`config.mk`:
```
export PLATFORM = sky130hd
export DESIGN_NAME = neuron_mac_bfloat19
export DESIGN_NICKNAME = d
export VERILOG_FILES = /design/src/rtl/bfloat19_pkg.sv /design/src/rtl/fix2bf19_conv.sv /design/src/rtl/neuron_mac_bfloat19.sv
export SDC_FILE = /design/constraint.sdc
export NUM_CORES = 1
export LEC_CHECK = 0
export BUFFER_PORTS_ARGS = -buffer_cell sky130_fd_sc_hd__buf_2
export CAP_MARGIN = 10
export CORE_ASPECT_RATIO = 1.75
export CORE_MARGIN = 5
export CORE_UTILIZATION = 40
export CTS_CLUSTER_DIAMETER = 50
export DETAILED_ROUTE_END_ITERATION = 10
export PLACE_DENSITY = 0.51
export SLEW_MARGIN = 40
export SYNTH_ARGS = -nofsm -noshare
export SYNTH_HDL_FRONTEND = slang
export SYNTH_HIERARCHICAL = 1
export SYNTH_SLANG_ARGS = --single-unit
```
`constraint.sdc`:
```
create_clock -name clk -period 7.1 [get_ports clk]
set_input_delay 0.355 -clock clk [delete_from_list [all_inputs] [get_ports clk]]
set_output_delay 0.355 -clock clk [all_outputs]
set_load 0.02 [all_outputs]
```
`src/rtl/bfloat19_pkg.sv`:
```
// Shared bfloat19 definitions: 1 sign, 8 exponent (bias 127), 10 mantissa bits.
package bfloat19_pkg;

  localparam int unsigned EXP_BITS = 8;
  localparam int unsigned MAN_BITS = 10;
  localparam int unsigned BF_WIDTH = 1 + EXP_BITS + MAN_BITS;
  localparam int unsigned BIAS     = 127;

  localparam logic [BF_WIDTH-1:0] ONE  = 19'h1FC00;
  localparam logic [BF_WIDTH-1:0] ZERO = 19'h00000;

  typedef struct packed {
    logic                sign;
    logic [EXP_BITS-1:0] exp;
    logic [MAN_BITS-1:0] man;
  } bf19_t;

  typedef enum logic [1:0] {
    ClsZero,
    ClsNorm,
    ClsOvf
  } bf19_cls_e;

  // Subnormals flush to zero; an all-ones exponent is treated as overflow.
  function automatic bf19_cls_e bf19_class(input bf19_t v);
    if (v.exp == '1) begin
      return ClsOvf;
    end else if (v.exp == '0) begin
      return ClsZero;
    end
    return ClsNorm;
  endfunction

endpackage

```
`src/rtl/fix2bf19_conv.sv`:
```
// Signed fixed-point to bfloat19 converter, two register stages (magnitude, normalize).
// MAC_ROUND_NEAREST_EN selects round-half-to-even; otherwise the mantissa truncates toward zero.
module fix2bf19_conv
  import bfloat19_pkg::*;
#(
  parameter int unsigned ACC_WIDTH = 32,
  parameter int unsigned FRAC_BITS = 16
) (
  input  logic                        clk_i,
  input  logic                        reset_i,
  input  logic                        enable_i,
  input  logic                        valid_i,
  input  logic signed [ACC_WIDTH-1:0] acc_i,
  input  logic                        ovf_i,
  output logic                        valid_o,
  output logic [BF_WIDTH-1:0]         num_o,
  output logic                        ovf_o
);

`ifdef MAC_ROUND_NEAREST_EN
  localparam int unsigned ExtBits = MAN_BITS + 2;
`else
  localparam int unsigned ExtBits = MAN_BITS;
`endif
  localparam int unsigned NormW = ACC_WIDTH - 1 + ExtBits;

  logic                   a_valid_q, a_sign_q, a_ovf_q;
  logic [ACC_WIDTH-2:0]   a_mag_q;
  logic [ACC_WIDTH-1:0]   neg_w;
  logic [ACC_WIDTH-2:0]   mag_w;

  logic [7:0]             k_w;
  logic [NormW-1:0]       norm_w;
  logic [EXP_BITS-1:0]    exp_w;
  logic [MAN_BITS-1:0]    man_w;
  logic [BF_WIDTH-1:0]    res_w;

  logic                   valid_q, ovf_q;
  logic [BF_WIDTH-1:0]    num_q;

  // Accumulator is clamped to +/-max, so the magnitude always fits ACC_WIDTH-1 bits.
  always_comb begin
    neg_w = '0 - acc_i;
    mag_w = acc_i[ACC_WIDTH-1] ? neg_w[ACC_WIDTH-2:0] : acc_i[ACC_WIDTH-2:0];
  end

  always_comb begin
    k_w = '0;
    for (int i = 0; i < int'(ACC_WIDTH) - 1; i++) begin
      if (a_mag_q[i]) begin
        k_w = 8'(i);
      end
    end
    norm_w = {a_mag_q, {ExtBits{1'b0}}} << (8'(ACC_WIDTH - 2) - k_w);
    exp_w  = k_w + 8'(BIAS) - 8'(FRAC_BITS);
    man_w  = norm_w[NormW-2 -: MAN_BITS];
    res_w  = {a_sign_q, exp_w, man_w};
`ifdef MAC_ROUND_NEAREST_EN
    // Mantissa carry ripples into the exponent through the packed add.
    if (norm_w[NormW-2-MAN_BITS] && ((|norm_w[NormW-3-MAN_BITS:0]) || man_w[0])) begin
      res_w = {a_sign_q, exp_w, man_w} + 19'd1;
    end
`endif
    if (!norm_w[NormW-1]) begin
      res_w = ZERO;
    end
  end

  always_ff @(posedge clk_i) begin
    if (reset_i) begin
      a_valid_q <= 1'b0;
      a_sign_q  <= 1'b0;
      a_ovf_q   <= 1'b0;
      a_mag_q   <= '0;
      valid_q   <= 1'b0;
      num_q     <= ZERO;
      ovf_q     <= 1'b0;
    end else if (enable_i) begin
      a_valid_q <= valid_i;
      if (valid_i) begin
        a_sign_q <= acc_i[ACC_WIDTH-1];
        a_mag_q  <= mag_w;
        a_ovf_q  <= ovf_i;
      end
      valid_q <= a_valid_q;
      if (a_valid_q) begin
        num_q <= res_w;
        ovf_q <= a_ovf_q;
      end
    end
  end

  assign valid_o = valid_q;
  assign num_o   = num_q;
  assign ovf_o   = ovf_q;

endmodule

```
`src/rtl/neuron_mac_bfloat19.sv`:
```
// Streaming bfloat19 dot-product MAC: decode/multiply, align, saturating accumulate, convert.
// Output rounding is selected inside fix2bf19_conv by MAC_ROUND_NEAREST_EN.
module neuron_mac_bfloat19
  import bfloat19_pkg::*;
#(
  parameter int unsigned ACC_WIDTH = 32,
  parameter int unsigned FRAC_BITS = 16
) (
  input  logic                clk,
  input  logic                reset,
  input  logic                enable,
  input  logic                in_valid,
  input  logic                in_last,
  input  logic [BF_WIDTH-1:0] num_x,
  input  logic [BF_WIDTH-1:0] num_w,
  output logic                out_valid,
  output logic [BF_WIDTH-1:0] num_salida,
  output logic                ovf
);

  localparam int unsigned ProdW = 2 * (MAN_BITS + 1);
  localparam int unsigned WideW = ACC_WIDTH - 1 + ProdW;
  localparam logic signed [ACC_WIDTH-1:0] AccMax = {1'b0, {(ACC_WIDTH-1){1'b1}}};
  localparam logic signed [ACC_WIDTH-1:0] AccMin = -AccMax;
  localparam logic signed [ACC_WIDTH:0]   SumMax = {2'b00, {(ACC_WIDTH-1){1'b1}}};
  localparam logic signed [ACC_WIDTH:0]   SumMin = -SumMax;

  // S1: decode and multiply
  bf19_t              x_w, w_w;
  bf19_cls_e          cls_x_w, cls_w_w;
  logic               s1_ovf_d, s1_zero_d, s1_sign_d;
  logic signed [11:0] s1_exp_d;
  logic [ProdW-1:0]   s1_man_d;

  logic               s1_valid_q, s1_last_q, s1_ovf_q, s1_zero_q, s1_sign_q;
  logic signed [11:0] s1_exp_q;
  logic [ProdW-1:0]   s1_man_q;

  assign x_w = num_x;
  assign w_w = num_w;

  always_comb begin
    cls_x_w   = bf19_class(x_w);
    cls_w_w   = bf19_class(w_w);
    s1_ovf_d  = (cls_x_w == ClsOvf) || (cls_w_w == ClsOvf);
    s1_zero_d = !s1_ovf_d && ((cls_x_w == ClsZero) || (cls_w_w == ClsZero));
    s1_sign_d = x_w.sign ^ w_w.sign;
    s1_exp_d  = $signed({4'b0000, x_w.exp}) + $signed({4'b0000, w_w.exp}) - 12'sd254;
    s1_man_d  = ProdW'({1'b1, x_w.man}) * ProdW'({1'b1, w_w.man});
  end

  // S2: align into accumulator units, clamp and apply sign
  int                          sh_w;
  logic [WideW-1:0]            wide_w;
  logic                        big_w;
  logic [ACC_WIDTH-2:0]        mag_w;
  logic signed [ACC_WIDTH-1:0] p_w;

  logic                        s2_valid_q, s2_last_q, s2_ovf_q;
  logic signed [ACC_WIDTH-1:0] s2_p_q;

  always_comb begin
    wide_w = '0;
    big_w  = s1_ovf_q;
    sh_w   = int'(s1_exp_q) + int'(FRAC_BITS) - 20;
    if (!s1_ovf_q && !s1_zero_q) begin
      if (sh_w >= 0) begin
        // Leading product bit is at least bit 20, so larger shifts always overflow.
        if (sh_w > int'(ACC_WIDTH) - 1) begin
          big_w = 1'b1;
        end else begin
          wide_w = WideW'(s1_man_q) << sh_w;
          big_w  = |wide_w[WideW-1:ACC_WIDTH-1];
        end
      end else begin
        wide_w = WideW'(s1_man_q) >> (-sh_w);
      end
    end
    mag_w = big_w ? '1 : wide_w[ACC_WIDTH-2:0];
    p_w   = s1_sign_q ? ('0 - {1'b0, mag_w}) : {1'b0, mag_w};
  end

  // S3: saturating accumulate with sticky overflow
  logic signed [ACC_WIDTH-1:0] acc_q, acc_d, acc_term_w;
  logic signed [ACC_WIDTH:0]   sum_w;
  logic                        first_q, sticky_q, sticky_d, add_ovf_w;
  logic                        s3_valid_q;

  always_comb begin
    acc_term_w = first_q ? '0 : acc_q;
    sum_w      = {acc_term_w[ACC_WIDTH-1], acc_term_w} + {s2_p_q[ACC_WIDTH-1], s2_p_q};
    add_ovf_w  = 1'b0;
    acc_d      = sum_w[ACC_WIDTH-1:0];
    if (sum_w > SumMax) begin
      acc_d     = AccMax;
      add_ovf_w = 1'b1;
    end else if (sum_w < SumMin) begin
      acc_d     = AccMin;
      add_ovf_w = 1'b1;
    end
    sticky_d = (first_q ? 1'b0 : sticky_q) | s2_ovf_q | add_ovf_w;
  end

  always_ff @(posedge clk) begin
    if (reset) begin
      s1_valid_q <= 1'b0;
      s1_last_q  <= 1'b0;
      s1_ovf_q   <= 1'b0;
      s1_zero_q  <= 1'b0;
      s1_sign_q  <= 1'b0;
      s1_exp_q   <= '0;
      s1_man_q   <= '0;
      s2_valid_q <= 1'b0;
      s2_last_q  <= 1'b0;
      s2_ovf_q   <= 1'b0;
      s2_p_q     <= '0;
      acc_q      <= '0;
      first_q    <= 1'b1;
      sticky_q   <= 1'b0;
      s3_valid_q <= 1'b0;
    end else if (enable) begin
      s1_valid_q <= in_valid;
      s1_last_q  <= in_valid & in_last;
      s1_ovf_q   <= s1_ovf_d;
      s1_zero_q  <= s1_zero_d;
      s1_sign_q  <= s1_sign_d;
      s1_exp_q   <= s1_exp_d;
      s1_man_q   <= s1_man_d;
      s2_valid_q <= s1_valid_q;
      s2_last_q  <= s1_last_q;
      s2_ovf_q   <= big_w;
      s2_p_q     <= p_w;
      s3_valid_q <= s2_valid_q & s2_last_q;
      if (s2_valid_q) begin
        acc_q    <= acc_d;
        sticky_q <= sticky_d;
        first_q  <= s2_last_q;
      end
    end
  end

  // S4: conversion back to bfloat19
  fix2bf19_conv #(
    .ACC_WIDTH (ACC_WIDTH),
    .FRAC_BITS (FRAC_BITS)
  ) u_conv (
    .clk_i    (clk),
    .reset_i  (reset),
    .enable_i (enable),
    .valid_i  (s3_valid_q),
    .acc_i    (acc_q),
    .ovf_i    (sticky_q),
    .valid_o  (out_valid),
    .num_o    (num_salida),
    .ovf_o    (ovf)
  );

endmodule

```
==> results.ini, run 1 <==
[detailed_routing]
drc = 0
drtAntennaViolNets = 0
dr_wl_met3_mm = 2.49
top_layer = met4
drtIter0Drc = 1355
drt_wl_total_mm = 73.7
route.met2.wl_mm = 40.5
dr.pass1.iters = 8
vias = 19300
routedWlPerCell_um = 23.4
via_per_inst = 6.13
wl_met1_mm = 24.9

[synthesis]
avgSynthCellArea_sq_um = 7.91
ys.warnings.count = 6
synth_top_area_frac = 0.161
synthCells = 2544
synth.net_count = 2787
synth_seq_cells = 162
synth.distinct_cells = 110
synthesis.area_sq_mm = 0.0201
yosysSeqAreaShare = 0.161
synthArstFlopShare = 0
synth_area_leaders = dfxtp_1 (16%), fa_1 (8.3%), ha_1 (7.3%)
synth-edff-count = 0
synth_ff_type = dfxtp_1
synth.largest_area_cell = dfxtp_1

[sta]
fin_crit_sh = 0.897
period_needed_ps = 6370
worst_pin_slew_ps = 809
setup_viol = 0
clock_skew_ps = 19.2
rsz0062_at_grt = false
hold_viol_final = 0
slew_violations = 0
maxSlewHeadroom = 0.455
max_freq_ghz = 0.157
tns_ps = 0

[setup_path]
startpoint_type = flop
cp.arrival_ps = 6710
r2r_setup_slack_ps = 730
endpoint_kind = flop
cp_max_fo = 29
critical_path_required_ps = 7440
crit_type = reg2reg

[floorplan]
die_area_sq_mm = 0.0551
start_util = 0.405
die_h_um = 307
core_region_area_sq_mm = 0.0497
io_pins = 64
die_w_um = 180
num_rows = 108

[run]
cap_violations = 0

[clock_network]
htreeDepth = 4
cts_buffers = 17
cts_root_buffer = clkbuf_16
cts_tree = built
postCtsHoldBufs = 0
clock_sink_count = 162
post-cts-setup-buffers = 0
cts_buffer_depth = 2
path_clk_slew_ps = 90
cts_repair_resize_count = 0
worstSkewPairLatency_ps = 470

[grt]
grt_antenna_before_repair = 0
grt_use_total = 0.260
grt_pass1_wl_mm = 114
grt_pass1_vias = 19500
grt_max_degree = 74
gr-total-overflow = 0

[finish]
layout_common_cells = nand2_1 (247), nor2_1 (229), dfxtp_1 (157), a21oi_1 (146), o21ai_0 (132)
finalNonFillerCells = 3152
antennaDiodeCount = 0
design_area_sq_mm = 0.0215
fin_nets = 2722
drive_gt1_frac = 0.114
final_common_cell = nand2_1
syn_to_final_growth_pct = 6.67

[placed_design]
globalplace.congestion = 1.04
place_hpwl_mm = 59.2
io_buffers = 63
place_inst = 3120
post_dp_cell_area_sq_mm = 0.0208

[worst_hold_path]
hp-class = in2reg

[run_status]
run_status = completed

[pwr]
powerDensity_mw_per_mm2 = 251
ir_drop_uv = 371
leakagePower_nw = 8.48

==> through the flow <==
step / hold WS (ps) / utilization / power (mW) / setup slack (ps)
after floorplan: 431 / - / 3.48 / 1170
after global placement: 432 / 0.418 / 4.38 / 794
after detailed placement: 439 / 0.419 / 4.39 / 802
after CTS: 121 / 0.431 / 5.40 / 790
after global routing: 140 / 0.432 / 5.80 / 229
final: 135 / 0.432 / 5.38 / 730
==> synth_stat cells, types with 20 or more instances <==
cell / n
a211oi_1: 55
nand2b_1: 26
fa_1: 83
o21ai_0: 133
and2_1: 87
ha_1: 117
inv_1: 119
xnor2_1: 43
a22oi_1: 20
a21o_1: 25
xor2_1: 43
nand2_1: 247
nand3_1: 54
a31oi_1: 27
or3_1: 21
o31ai_1: 25
a21oi_1: 146
nor3_1: 66
nor4_1: 28
dfxtp_1: 162
mux2_2: 27
buf_2: 31
nor2_1: 229
clkbuf_1: 128
mux4_2: 48
mux2i_1: 110
nand4_1: 26
o22ai_1: 22
nor2b_1: 57
==> power by group <==
group	leakage [nW]	total, mW	internal, mW	switching, mW
Sequential	1.32	1.18	0.990	0.188
Clock	0.301	0.980	0.483	0.497
Combinational	6.86	3.22	1.30	1.92
==> registers in the layout, summed over array words and instances (netlist names), 10 cells and up <==
name            cells
acc_q              32
s2_p_q             32
u_conv/a_mag_q     31
s1_man_q           22
u_conv/num_o       19
s1_exp_q           10
==> final cells by class <==
class	count	area, sq um
inverters	126	473
well taps	660	826
multi-input cells	2066	15600
fillers	5207	28300
repair buffers	106	644
clock buffers	17	425
clock inverters	15	199
flip-flops and latches	162	3250
==> per-layer routing <==
layer  up-vias  global-route usage
li1       9084                   -
met1      9384               0.254
met2       601               0.509
met3       257              0.0250
met4         0               0.180
met5         -                   0
==> cell families (layout without fill, tap and decap cells) <==
logic type,Yosys count,in the layout,share of synthesized area
XOR/XNOR,93,93,0.0431
multiplexers,192,192,0.128
buffers and inverters,316,264,0.0640
AND/OR/NAND/NOR,922,922,0.228
flip-flops,162,162,0.161
adder cells (fa/ha/maj),200,200,0.155
AO/OA/AOI/OAI,659,659,0.220
==> worst max-delay path, stage by stage (launching register included) <==
cell and delay, ps:
dfxtp_1 510, inv_1 120, ha_2 810, nand2_1 140
or3_1 440, or4_1 460, ha_1 300, nand4_1 110
nor4bb_1 80, nand3_1 80, o21ai_0 170, buf_4 240
a21oi_1 370, nor3_1 210, nor4_1 610, nand4_1 400
or4_4 620, a31o_1 220, a2111oi_1 360
==> path summary, 6_finish.rpt <==
check | start | end | cells after the start
min reg2reg | u_conv/num_o[17] | u_conv/num_o[17] | 2
max reg2reg | s1_exp_q[3] | s2_p_q[28] | 18
max | s1_exp_q[3] | s2_p_q[28] | 18
min | in_valid | s1_valid_q | 3
Power figures use the tool's default switching activity.
==> run 2: changes to the inputs <==
--- a/config.mk
+++ b/config.mk
@@ -13,7 +13,7 @@
 export CTS_CLUSTER_DIAMETER = 50
 export DETAILED_ROUTE_END_ITERATION = 10
 export PLACE_DENSITY = 0.51
-export SLEW_MARGIN = 40
+export SLEW_MARGIN = 20
 export SYNTH_ARGS = -nofsm -noshare
 export SYNTH_HDL_FRONTEND = slang
 export SYNTH_HIERARCHICAL = 1
==> constraint.sdc (replaced) <==
create_clock -name clk -period 7.1 [get_ports clk]
set_input_delay 1.065 -clock clk [delete_from_list [all_inputs] [get_ports clk]]
set_output_delay 1.065 -clock clk [all_outputs]
set_load 0.02 [all_outputs]
==> run 2 against run 1 <==
Via count is 0.86% higher. Worst setup slack better by 120 ps. Final cell count about the same. Non-clock buffer count is 1 higher. Sequential power about the same. Total power fell by 0.23%. Die area unchanged. Maximum frequency grew 1.9%. Utilization fell by 0.096 points. Critical path depth up 1. Sequential cell count unchanged. Critical endpoint unchanged.
==> results.ini, run 2 (same netlist as run 1, synthesis figures left out) <==
[detailed_routing]
route.met2.wl_mm = 40.4  ; was 40.5 mm
dr.pass1.iters = 9  ; was 8
dr_wl_met3_mm = 2.29  ; was 2.49 mm
vias = 19500  ; was 19,300
wl_met1_mm = 24.9  ; about the same
top_layer = met4  ; unchanged
routedWlPerCell_um = 23.4  ; about the same
drt_wl_total_mm = 73.7  ; about the same
drtIter0Drc = 1355  ; unchanged
via_per_inst = 6.18  ; was 6.13
drtAntennaViolNets = 0  ; unchanged
drc = 0  ; unchanged

[sta]
hold_viol_final = 0  ; unchanged
max_freq_ghz = 0.160  ; was 0.157 GHz
setup_viol = 0  ; unchanged
rsz0062_at_grt = false  ; unchanged
worst_pin_slew_ps = 1100  ; was 809 ps
maxSlewHeadroom = 0.251  ; was 0.455
clock_skew_ps = 14.4  ; was 19.2 ps
finalWorstSetupSlack_ps = 849  ; was 730 ps
tns_ps = 0  ; unchanged
fin_crit_sh = 0.880  ; was 0.897
period_needed_ps = 6250  ; was 6370 ps
slew_violations = 0  ; unchanged

[grt]
grt_use_total = 0.259  ; was 0.260
gr-total-overflow = 0  ; unchanged
grt_pass1_vias = 19700  ; was 19,500
grt_antenna_before_repair = 0  ; unchanged
grt_pass1_wl_mm = 113  ; was 114 mm
grt_max_degree = 75  ; was 74

[pwr]
switching_power_mw = 2.59  ; was 2.60 mW
combPwrFrac = 0.597  ; was 0.599
leakagePower_nw = 8.47  ; was 8.48 nW
intPower_mw = 2.77  ; about the same
powerDensity_mw_per_mm2 = 250  ; was 251 mW/mm^2
power_frac_seq = 0.223  ; was 0.219
swShare = 0.483  ; was 0.484
ir_drop_uv = 400  ; was 371 uV
pwr-share-clk = 0.180  ; was 0.182

[floorplan]
die_area_sq_mm = 0.0551  ; unchanged
io_pins = 64  ; unchanged
die_w_um = 180  ; unchanged
num_rows = 108  ; unchanged
start_util = 0.405  ; unchanged
die_h_um = 307  ; unchanged
core_region_area_sq_mm = 0.0497  ; unchanged

[placed_design]
dp_slack_ps = 755  ; was 802 ps
globalplace.congestion = 0.964  ; was 1.04
post_dp_cell_area_sq_mm = 0.0208  ; about the same
place_inst = 3121  ; was 3,120
io_buffers = 63  ; unchanged
place_hpwl_mm = 59.7  ; was 59.2 mm

[finish]
drive_gt1_frac = 0.113  ; was 0.114
reg_top3 = acc_q: 32 flops, s2_p_q: 32 flops, u_conv/a_mag_q: 31 flops  ; unchanged
layout_common_cells = nand2_1 (247), nor2_1 (229), dfxtp_1 (159), a21oi_1 (146), o21ai_0 (133)  ; was nand2_1 (247), nor2_1 (229), dfxtp_1 (157), a21oi_1 (146), o21ai_0 (132)
fin_util = 0.431  ; was 0.432
design_area_sq_mm = 0.0214  ; was 0.0215 sq mm
antennaDiodeCount = 0  ; unchanged
fin_nets = 2723  ; was 2,722
final_common_cell = nand2_1  ; unchanged
fill_cells = 5167  ; was 5,207
finalNonFillerCells = 3153  ; was 3,152
syn_to_final_growth_pct = 6.44  ; was 6.67%

[clock_network]
htreeDepth = 4  ; unchanged
postCtsHoldBufs = 0  ; unchanged
cts_root_buffer = clkbuf_16  ; unchanged
post-cts-setup-buffers = 0  ; unchanged
worstSkewPairLatency_ps = 460  ; was 470 ps
cts_tree = built  ; unchanged
path_clk_slew_ps = 80  ; was 90 ps
cts_repair_resize_count = 0  ; unchanged
clock_sink_count = 162  ; unchanged
cts_buffers = 17  ; unchanged
cts_buffer_depth = 2  ; unchanged

[setup_path]
startpoint_type = flop  ; unchanged
worst-path-buf-inv = 3  ; was 2
cp_top_family = simple AND/OR/NAND/NOR gates  ; unchanged
crit_type = reg2reg  ; unchanged
critical_path_required_ps = 7440  ; about the same
crit_path_start = s1_exp_q[3]  ; unchanged
critical_path.cell_chain = inv_1, ha_2, nand2_1, or3_1, or4_1, ha_1, nand4_1, nor4bb_1, nand3_1, o21ai_0, buf_4, a21oi_1, nor3_1, buf_4, nor4_1, nand4_1, or4_4, a31o_1, a2111oi_1  ; was inv_1, ha_2, nand2_1, or3_1, or4_1, ha_1, nand4_1, nor4bb_1, nand3_1, o21ai_0, buf_4, a21oi_1, nor3_1, nor4_1, nand4_1, or4_4, a31o_1, a2111oi_1
worstReg2RegStart = s1_exp_q[3]  ; unchanged
endpoint_kind = flop  ; unchanged
max_stage_delay_ps = 820  ; was 810 ps
crit_slowest_cell = ha_2  ; unchanged
cp_max_fo = 31  ; was 29
cp.arrival_ps = 6590  ; was 6710 ps

[worst_hold_path]
worstHoldStart = u_conv/num_o[13]  ; was in_valid
hp-class = reg2reg  ; was in2reg

[run]
cap_violations = 0  ; unchanged

[run_status]
run_status = completed  ; unchanged

==> run 2: cell types whose count changed in the layout (fill, tap and decap cells not counted), sizes merged <==
| cell | before | now |
|---|---|---|
| buf | 106 | 107 |
| clkinv | 12 | 11 |
| inv | 129 | 130 |
==> run 2: final cells by class <==
type,count,area (sq um),area share
Multi-Input combinational cell,2066,15600,0.729
Sequential cell,162,3250,0.152
Tap cell,660,826,0.0386
Timing Repair Buffer,107,651,0.0304
Inverter,126,473,0.0221
Clock buffer,17,425,0.0199
Clock inverter,15,186,0.00870
==> run 2: worst paths after layout <==
kind / to / slack, ps / cells after the start
max reg2reg: s2_p_q[28] / 850 / 19
min: u_conv/num_o[13] / 440 / 2
min reg2reg: u_conv/num_o[13] / 440 / 2
max: s2_p_q[28] / 850 / 19
==> run 2: routing by layer <==
metal | track usage | vias up
met2 | 0.506 | 666
met3 | 0.0248 | 259
li1 | - | 9091
met1 | 0.248 | 9476
met4 | 0.186 | 0
met5 | 0 | -
==> run 2: stage by stage <==
| step | power [mW] | hold slack, ps |
|---|---|---|
| finish | 5.36 | 444 |
| global route | 5.77 | 468 |
| CTS | 5.39 | 451 |
| detailed placement | 4.40 | 439 |
| global placement | 4.40 | 430 |
| floorplan | 3.48 | 431 |
==> run 2: power groups by stage <==
stage               Combinational, mW  Clock (mW)  Sequential, mW
floorplan                        2.43           0            1.05
global placement                 3.20           0            1.21
detailed placement               3.19           0            1.21
CTS                              3.21       0.990            1.19
global route                     3.55        1.03            1.20
finish                           3.20       0.967            1.20
==> run 2: worst min-delay path: cells and delay by family (launching register included) <==
| family | cells | cell delay (ps) |
|---|---|---|
| flip-flops | 1 | 310 |
| AND/OR/NAND/NOR | 1 | 50 |
| AO/OA/AOI/OAI | 1 | 50 |
